**src/rtl/pkt_unpack.sv**
```systemverilog
// Serial-to-parallel unpacker for 8-word radio frames: validates the packet type,
// guards against stalled senders, and holds each complete frame until the consumer acks it.
module pkt_unpack #(
   parameter int unsigned WORD_WIDTH = 16,
   parameter int unsigned TIMEOUT = 16,
   parameter logic [WORD_WIDTH-1:0] BCAST_ID = 16'hFFFF
) (
   input  logic                  clk,
   input  logic                  nrst,
   input  logic                  en,
   input  logic                  in_valid,
   input  logic [WORD_WIDTH-1:0] in_word,
   output logic                  in_ready,
   input  logic [WORD_WIDTH-1:0] myNodeID,
   input  logic                  out_ack,
   output logic [WORD_WIDTH-1:0] fPacketType,
   output logic [WORD_WIDTH-1:0] fSourceID,
   output logic [WORD_WIDTH-1:0] fDestinationID,
   output logic [WORD_WIDTH-1:0] fEnergyLeft,
   output logic [WORD_WIDTH-1:0] fQValue,
   output logic [WORD_WIDTH-1:0] fSourceHops,
   output logic [WORD_WIDTH-1:0] fChosenCH,
   output logic [WORD_WIDTH-1:0] fHopsFromCH,
   output logic                  f_valid,
   output logic                  iAmDestination,
   output logic                  err_type,
   output logic                  err_timeout
);

   localparam int unsigned GW = $clog2(TIMEOUT + 1);

   localparam logic [1:0] StIdle = 2'd0;
   localparam logic [1:0] StRecv = 2'd1;
   localparam logic [1:0] StHold = 2'd2;

   logic [1:0]            state_q, state_d;
   logic [2:0]            idx_q, idx_d;
   logic [GW-1:0]         gap_q, gap_d;
   logic                  bad_q, bad_d;
   logic                  accept, load, clr_valid, err_type_d, err_timeout_d;
   logic [WORD_WIDTH-1:0] wbuf_q [8];

   assign in_ready = en && (state_q != StHold);
   assign accept   = in_valid && in_ready;

   always_comb begin
      state_d       = state_q;
      idx_d         = idx_q;
      gap_d         = gap_q;
      bad_d         = bad_q;
      load          = 1'b0;
      clr_valid     = 1'b0;
      err_type_d    = 1'b0;
      err_timeout_d = 1'b0;
      case (state_q)
         StIdle: begin
            if (accept) begin
               state_d = StRecv;
               idx_d   = 3'd1;
               gap_d   = '0;
               bad_d   = in_word > WORD_WIDTH'(6);
            end
         end
         StRecv: begin
            if (!en) begin
               // Silent abort: partial frame is simply forgotten.
               state_d = StIdle;
               idx_d   = '0;
               gap_d   = '0;
            end else if (accept) begin
               gap_d = '0;
               if (idx_q == 3'd7) begin
                  idx_d = '0;
                  if (bad_q) begin
                     state_d    = StIdle;
                     err_type_d = 1'b1;
                  end else begin
                     state_d = StHold;
                     load    = 1'b1;
                  end
               end else begin
                  idx_d = idx_q + 3'd1;
               end
            end else if (gap_q == GW'(TIMEOUT - 1)) begin
               state_d       = StIdle;
               idx_d         = '0;
               gap_d         = '0;
               err_timeout_d = 1'b1;
            end else begin
               gap_d = gap_q + GW'(1);
            end
         end
         StHold: begin
            if (out_ack) begin
               state_d   = StIdle;
               clr_valid = 1'b1;
            end
         end
         default: state_d = StIdle;
      endcase
   end

   always_ff @(posedge clk or negedge nrst) begin
      if (!nrst) begin
         state_q        <= StIdle;
         idx_q          <= '0;
         gap_q          <= '0;
         bad_q          <= 1'b0;
         err_type       <= 1'b0;
         err_timeout    <= 1'b0;
         f_valid        <= 1'b0;
         iAmDestination <= 1'b0;
         fPacketType    <= '0;
         fSourceID      <= '0;
         fDestinationID <= '0;
         fEnergyLeft    <= '0;
         fQValue        <= '0;
         fSourceHops    <= '0;
         fChosenCH      <= '0;
         fHopsFromCH    <= '0;
         for (int i = 0; i < 8; i++) wbuf_q[i] <= '0;
      end else begin
         state_q     <= state_d;
         idx_q       <= idx_d;
         gap_q       <= gap_d;
         bad_q       <= bad_d;
         err_type    <= err_type_d;
         err_timeout <= err_timeout_d;
         if (accept) wbuf_q[idx_q] <= in_word;
         // Word 7 is taken straight from the bus so all fields update in one edge.
         if (load) begin
            f_valid        <= 1'b1;
            iAmDestination <= (wbuf_q[2] == myNodeID) || (wbuf_q[2] == BCAST_ID);
            fPacketType    <= wbuf_q[0];
            fSourceID      <= wbuf_q[1];
            fDestinationID <= wbuf_q[2];
            fEnergyLeft    <= wbuf_q[3];
            fQValue        <= wbuf_q[4];
            fSourceHops    <= wbuf_q[5];
            fChosenCH      <= wbuf_q[6];
            fHopsFromCH    <= in_word;
         end else if (clr_valid) begin
            f_valid        <= 1'b0;
            iAmDestination <= 1'b0;
         end
      end
   end

endmodule

```
**config.mk**
```make
export PLATFORM = sky130hd
export DESIGN_NAME = pkt_unpack
export DESIGN_NICKNAME = d
export VERILOG_FILES = /design/src/rtl/pkt_unpack.sv
export SDC_FILE = /design/constraint.sdc
export NUM_CORES = 1
export LEC_CHECK = 0
export ABC_AREA = 1
export CORE_MARGIN = 1
export CORE_UTILIZATION = 35
export CTS_BUF_LIST = sky130_fd_sc_hd__clkbuf_8
export DETAILED_ROUTE_END_ITERATION = 12
export SETUP_SLACK_MARGIN = 0.1
export SYNTH_ARGS = -nofsm -noshare
export SYNTH_HDL_FRONTEND = slang
export SYNTH_SLANG_ARGS = --single-unit
```
**constraint.sdc**
```tcl
create_clock -name clk -period 2.2 [get_ports clk]
set_input_delay 0.22 -clock clk [delete_from_list [all_inputs] [get_ports clk]]
set_output_delay 0.22 -clock clk [all_outputs]
set_load 0.02 [all_outputs]
```
* After elaboration in Yosys (flattened, before gate mapping) *
Index checks and enable logic that the tools add are counted.

word-level totals
  bits in registers = 271
  logic and storage cells = 93

operators by class
  add/subtract/negate cells = 2
  magnitude comparators = 3
  equality and inequality tests = 11
  multiplexer cells = 41
  bitwise gates (word level) = 1
  reduce and logical (&&, ||, !) cells = 11

operator list
  kind                    number
  $bwmux W128             1
  $demux W16 S3           1
  $mux W5                 4
  $mux W1                 19
  $eq A16 B16 Y1          1
  $eq A16 B16 Y1 const B  1
  $gt A16 B3 Y1 const B   1
  $mux W16                1
  $mux W3                 5
  $mux W2                 7
  $pmux W5 S2             1
  $ne A4 B4 Y1 const B    2
  $ne A2 B2 Y1 const B    3
  $pmux W2 S3             1
  $pmux W3 S2             1
  $add A5 B1 Y5 const B   1
  $eq A5 B4 Y1 const B    1
  $ge A4 B4 Y1 const B    1
  $lt A4 B1 Y1 const B    1
  $not A3 Y4              1
  $reduce_and A2 Y1       2
  $reduce_and A4 Y1       1
  $reduce_bool A2 Y1      2
  $add A3 B1 Y3 const B   1
  other kinds (7)         9

* Depth between registers and ports, before layout *
Gate-level depths: netlist of run 1.

  depth in word-level cells = 7
  depth in mapped cells = 9
  depth with buffers taken out = 8

* Worst setup path before layout of run 1 *
Ideal clock, no wire load.

  kind = register -> register
  start = register idx_q[0]
  end = register fChosenCH[10]
  setup time = 0.130 ns
  arrival = 1.457 ns
  required time = 2.070 ns
  slack = 0.613 ns
  stages on the path, launching flop included = 7
  period minus slack after synthesis = 1.587 ns
  cell sequence = dfrtp_1 -> ha_1 -> ha_1 -> nand3_2 -> buf_2 -> clkbuf_1 -> o21ai_1

between the ends
  longest elaborated chain between the ends = 5

RTL lines
  item                      line  RTL
  start: declaration        37    logic [2:0] idx_q, idx_d;
  start signal: assignment  124   idx_q <= idx_d;
  $eq A3 B3 Y1              72    if (idx_q == 3'd7) begin
  $mux W1                   72
  $mux W1                   70    end else if (accept) begin
  $mux W1                   65    if (!en) begin
  $mux W1                   55    case (state_q)
  end signal: assignment    140   fChosenCH <= wbuf_q[6];
  end: declaration          22    output logic [WORD_WIDTH-1:0] fChosenCH,

Every way passes these cells.
A chain may end at the register's enable or synchronous reset.

* Worst setup path after layout of run 1 *
  start = register state_q[0]
  end = output in_ready

between the ends
  longest elaborated chain between the ends = 2

RTL lines
  item                      line  RTL
  start: declaration        36    logic [1:0] state_q, state_d;
  start signal: assignment  105   state_q <= StIdle;
  start signal: assignment  123   state_q <= state_d;
  $ne A2 B2 Y1              43    assign in_ready = en && (state_q != StHold);
  $logic_and A1 B1 Y1       43
  end: declaration          13    output logic in_ready,

Every way passes these cells.

==> flow_summary.json, run 1 <==
{
  "placement.setup.worst_slack_ps": 258,
  "synth.avg_cell_area_sq_um": 9.09,
  "dp_cells": 1625,
  "hold_viol_final": 0,
  "gpl.final_weighted_congestion": 0.773,
  "dieWidth_um": 171,
  "pwr-share-clk_pct": 37.8,
  "clk_pin_slew_ps": 60,
  "wl_mm": 27.3,
  "share_of_the_cycle_needed_by_the_critical_path_after_routing_pct": 90.8,
  "synth_cells": 1105,
  "fp-row-count": 61,
  "cts_made_buffers": 45,
  "irDropWorstVdd_uv": 429,
  "clockBufferDepth": 3,
  "synth.cell_area_sq_um": 10000,
  "ys_seq_area_share_pct": 63.5,
  "final_core_utilization_pct": 47.4,
  "hold_class": "in -> async",
  "postCtsHoldBufs": 1,
  "setup_slack_ps": 202,
  "clock_sink_count": 255,
  "worst_setup_path_start_kind": "register",
  "tightestPinTransition_ps": 581,
  "grt_max_degree": 73,
  "drc": 0,
  "netlist-cell-type-count": 25,
  "worstPathMaxFanout": 4,
  "slew_headroom_pct": 61.3,
  "wire_per_inst_um": 16.0,
  "io_pins": 170,
  "antenna_found_initial": 0,
  "signed_area_change_from_the_synthesized_netlist_to_the_final_layout_pct": 32.2,
  "dr_total_vias": 7774,
  "final.min_clock_period_ps": 2000,
  "cts.root.buffer_cell": "sky130_fd_sc_hd__clkbuf_8",
  "crit_family": "buffers and inverters",
  "drt_iter0_drc": 579,
  "powerDensity_nw_per_um2": 877,
  "cp-end-kind": "output pin",
  "timing.critical_path.from": "state_q[0]",
  "power_switching_uw": 3190,
  "first_pass_iters": 5,
  "die_h_um": 171,
  "cts_max_level": 2,
  "power.share.combinational_pct": 13.5,
  "antennaDiodeCount": 0,
  "synth_fp_nets": 1145,
  "drv.max_cap_violation_count": 0,
  "timing.final.setup_violations": 0,
  "global_route.overflow_total": 0,
  "layout.cells.most_common": "sky130_fd_sc_hd__nand2_1",
  "core-area_sq_um": 28000,
  "postCtsSetupRepairBufs": 0,
  "cp.required_ps": 1980,
  "critical_path_buf_inv_count": 2,
  "port_buffers": 169,
  "cp_slowest_stage_delay_ps": 640,
  "synth.ff_latch_count": 255,
  "worstPathArrival_ps": 1780,
  "timing.critical_path.depth": 3,
  "proportion_of_layout_cells_with_a_drive_suffix_above_1_pct": 9.02,
  "grt_pass1_wl_mm": 42.2,
  "layout.cell_area.non_filler_sq_um": 13300,
  "globalRouteTotalUtil_pct": 19.2,
  "placed_cell_area_sq_um": 12300,
  "worstSkewPairLatency_ps": 530,
  "skew_ps": 22.5,
  "cts-resized-gates": 0,
  "most_frequent_cells_in_the_layout": "338 x sky130_fd_sc_hd__nand2_1, 255 x sky130_fd_sc_hd__dfrtp_1, 168 x sky130_fd_sc_hd__clkdlybuf4s50_1, 161 x sky130_fd_sc_hd__inv_1, 131 x sky130_fd_sc_hd__o21ai_0",
  "final-instance-count-excl-fill": 1709,
  "status": "finished clean",
  "vias_in_the_first_global_route": 7446,
  "die_area_sq_um": 29400,
  "worstPathCellList": "inv_2 > a21oi_4 > clkdlybuf4s50_1",
  "timing.critical_path.slowest_stage_cell": "sky130_fd_sc_hd__clkdlybuf4s50_1",
  "switching_share_pct": 27.3,
  "setup-tns-final_ps": 0,
  "rsz_0062_raised_after_global_routing": "false",
  "detailed_place_hpwl_mm": 18.4,
  "fmax_mhz": 500,
  "cell_internal_pwr_uw": 8470,
  "synth_warnings": 0,
  "initial_utilization_pct": 35.9,
  "sequentialPowerShare_pct": 48.7,
  "power_leakage_uw": 0.00637,
  "ant_nets": 0,
  "worstReg2RegStart": "idx_q[0]",
  "via_per_inst": 4.55,
  "fillCellCount": 2688,
  "r2r_cells": 7,
  "tritoncts": "done",
  "setup.worst_path.class": "reg -> out",
  "maxSlewViolCount": 0,
  "finalNetCount": 1335
}
-- synth_stat cells, drive strengths merged --
cell type  instances  area, sq um
a32o               1         10.0
o211ai             1         7.51
a21oi              9         56.3
nor2              29          126
nor4               1         6.26
buf               40          205
ha                 3         37.5
nand3             10         55.1
clkbuf            25         93.8
inv              146          548
nand4              4         25.0
o21ai            233         1170
nor3               7         40.0
nand2            340         1280
o31ai              1         7.51
dfrtp            255         6380
-- cells by family after synthesis --
group / after synthesis / share of synthesized area (%)
fa+ha+maj: 3 / 0.374
compound gates: 245 / 12.4
buf+inv: 211 / 8.43
simple gates: 391 / 15.3
flops: 255 / 63.5
-- worst paths after layout --
check	end	slack (ps)
min	err_timeout	230
max reg2reg	fEnergyLeft[15]	360
min in group clk	state_q[1]	300
min reg2reg	fPacketType[13]	480
max in group asynchronous	fQValue[11]	1130
max	in_ready	200
-- layer usage --
layer	up-vias	global-route usage, %	wire length (um)
met5	-	0	0
li1	3831	-	-
met3	53	4.00	1790
met1	3656	29.0	13600
met2	234	27.1	11200
met4	0	5.98	713
-- state kept, by name, summed over array words and instances, names as in the netlist, 2 cells and up --
signal and count:
fChosenCH 16, fDestinationID 16, fEnergyLeft 16, fHopsFromCH 16, fPacketType 16, fQValue 16, fSourceHops 16, fSourceID 16
gap_q 5, idx_q 3, state_q 2, wbuf_q 112
-- final cells by class --
class | instances | area (sq um) | area share (%)
multi-input cells | 639 | 2840 | 21.4
clock inverters | 20 | 81.3 | 0.612
clock buffers | 63 | 867 | 6.53
flip-flops and latches | 255 | 6380 | 48.0
repair buffers | 208 | 2090 | 15.8
well taps | 378 | 473 | 3.56
inverters | 146 | 548 | 4.13
-- power groups by stage --
| stage | Combinational (uW) | Clock (uW) | Sequential [uW] |
|---|---|---|---|
| floorplan | 1010 | 0 | 5700 |
| global placement | 1540 | 0 | 5730 |
| detailed placement | 1580 | 0 | 5750 |
| CTS | 1600 | 4540 | 5670 |
| global route | 1840 | 4750 | 5750 |
| finish | 1570 | 4410 | 5670 |
-- metrics by stage --
stage                     hold slack, ps  power, uW
final                                227      11700
after global routing                 258      12300
after CTS                            230      11800
after detailed placement             231       7330
after global placement               233       7270
after floorplan                    -75.6       6710
Note: power is estimated with default switching activity, not from simulation.
==> inputs of run 2 (changes only) <==
--- a/config.mk
+++ b/config.mk
@@ -14,3 +14,4 @@
 export SYNTH_ARGS = -nofsm -noshare
 export SYNTH_HDL_FRONTEND = slang
 export SYNTH_SLANG_ARGS = --single-unit
+export TNS_END_PERCENT = 20
==> constraint.sdc (replaced) <==
create_clock -name clk -period 2.2 [get_ports clk]
set_input_delay 0.66 -clock clk [delete_from_list [all_inputs] [get_ports clk]]
set_output_delay 0.66 -clock clk [all_outputs]
set_load 0.02 [all_outputs]
==> flow_summary.json, run 2 (synthesis gave the netlist of run 1 again) <==
{
  "final_core_utilization_pct": 47.5,
  "powerDensity_nw_per_um2": 865,
  "most_frequent_cells_in_the_layout": "338 x sky130_fd_sc_hd__nand2_1, 255 x sky130_fd_sc_hd__dfrtp_1, 160 x sky130_fd_sc_hd__inv_1, 133 x sky130_fd_sc_hd__dlygate4sd2_1, 131 x sky130_fd_sc_hd__o21ai_0",
  "proportion_of_layout_cells_with_a_drive_suffix_above_1_pct": 10.1,
  "globalRouteTotalUtil_pct": 19.4,
  "fp-row-count": 61,
  "detailed_place_hpwl_mm": 18.4,
  "grt_pass1_wl_mm": 42.8,
  "holdWs_ps": 83.1,
  "drc": 0,
  "status": "finished clean",
  "wl_mm": 27.3,
  "grt_max_degree": 73,
  "critical_path_buf_inv_count": 2,
  "antenna_found_initial": 1,
  "hold_class": "in -> async",
  "switching_share_pct": 27.7,
  "tightestPinTransition_ps": 563,
  "number_of_flip_flops_in_the_largest_register": 112,
  "finalNetCount": 1351,
  "timing.final.setup_violations": 0,
  "clk_pin_slew_ps": 60,
  "worstSkewPairLatency_ps": 540,
  "vias_in_the_first_global_route": 7648,
  "rsz_0062_raised_after_global_routing": "false",
  "worstPathArrival_ps": 1320,
  "final.min_clock_period_ps": 1980,
  "skew_ps": 11.7,
  "worst_setup_path_start_kind": "register",
  "crit_family": "flip-flops",
  "share_of_the_cycle_needed_by_the_critical_path_after_routing_pct": 89.9,
  "setup.worst_path.class": "reg -> out",
  "total_power_uw": 11500,
  "cts_made_buffers": 43,
  "power.share.combinational_pct": 13.9,
  "hold_viol_final": 0,
  "cp.required_ps": 1540,
  "maxSlewViolCount": 0,
  "drt_iter0_drc": 564,
  "power_switching_uw": 3190,
  "dieWidth_um": 171,
  "via_per_inst": 4.55,
  "clock_sink_count": 255,
  "die_h_um": 171,
  "dp_cells": 1644,
  "cts.root.buffer_cell": "sky130_fd_sc_hd__clkbuf_8",
  "global_route.overflow_total": 0,
  "sequentialPowerShare_pct": 49.4,
  "cp_slowest_stage_delay_ps": 430,
  "first_pass_iters": 4,
  "timing.critical_path.slowest_stage_cell": "sky130_fd_sc_hd__dfrtp_1",
  "irDropWorstVdd_uv": 317,
  "final-instance-count-excl-fill": 1721,
  "antennaDiodeCount": 0,
  "worstPathMaxFanout": 4,
  "initial_utilization_pct": 35.9,
  "die_area_sq_um": 29400,
  "cp-end-kind": "output pin",
  "tritoncts": "done",
  "ant_nets": 0,
  "fmax_mhz": 505,
  "wire_per_inst_um": 15.8,
  "gpl.final_weighted_congestion": 0.839,
  "worstPathCellList": "inv_2 > a21oi_4 > buf_6",
  "pwr-share-clk_pct": 36.7,
  "cell_internal_pwr_uw": 8320,
  "cts_max_level": 2,
  "slew_headroom_pct": 62.5,
  "layout.cells.most_common": "sky130_fd_sc_hd__nand2_1",
  "signed_area_change_from_the_synthesized_netlist_to_the_final_layout_pct": 32.4,
  "core-area_sq_um": 28000,
  "io_pins": 170,
  "dr_total_vias": 7837,
  "clockBufferDepth": 3,
  "largest-register": "wbuf_q",
  "port_buffers": 169,
  "power_leakage_uw": 0.00711,
  "drv.max_cap_violation_count": 0
}
[run 2: cell count changes in the layout (fill, tap and decap cells not counted), moves of 8 or more]
cell,delta
sky130_fd_sc_hd__buf_12,+10
sky130_fd_sc_hd__buf_4,+9
sky130_fd_sc_hd__clkbuf_8,-8
sky130_fd_sc_hd__clkdlybuf4s50_1,-134
sky130_fd_sc_hd__dlygate4sd2_1,+133
[run 2: timing repair]
action	CTS	global route
setup buffers	0	0
hold buffers	0	0
setup endpoints to repair	133	0
gates resized for setup	140	0
[run 2: power by group through the flow]
stage                     clock network, uW  logic (uW)  registers (uW)
after floorplan                           0        1010            5700
after global placement                    0        1570            5740
after detailed placement                  0        1610            5770
after CTS                              4360        1630            5680
after global routing                   4560        1890            5760
final                                  4230        1600            5680
[run 2: layout make-up]
cell class	instances	area [sq um]
well taps	378	473
repair buffers	226	2180
fillers	2796	14700
clock buffers	55	757
inverters	146	548
clock inverters	22	120
multi-input cells	639	2840
flip-flops and latches	255	6380
[run 2: metal layers]
metal	share of wire, %	track usage [%]	up-vias	routed length [um]
met1	50	29.0	3721	13700
met3	5.4	3.38	38	1460
li1	-	-	3865	-
met2	43	28.5	211	11600
met5	0.048	0	-	13
met4	1.8	5.43	2	482
[run 2: final timing paths]
kind	slack, ps	depth (start not counted)	startpoint	end
max in group asynchronous	1450	2	nrst	wbuf_q[112]
hold reg to reg	480	2	fDestinationID[7]	fDestinationID[7]
min in group clk	480	2	fDestinationID[7]	fDestinationID[7]
setup reg to reg	450	8	idx_q[0]	iAmDestination
setup / recovery	220	3	state_q[0]	in_ready
hold / removal	80	1	nrst	wbuf_q[25]
[run 2: stage by stage]
step | TNS, ps | area (sq um) | worst slack (ps)
after CTS | 0 | 13300 | 179
after floorplan | 0 | 10000 | 451
after detailed placement | -9860 | 12600 | -430
after global placement | -9040 | 12600 | -437
after global routing | 0 | 13300 | 137
final | 0 | 13300 | 221
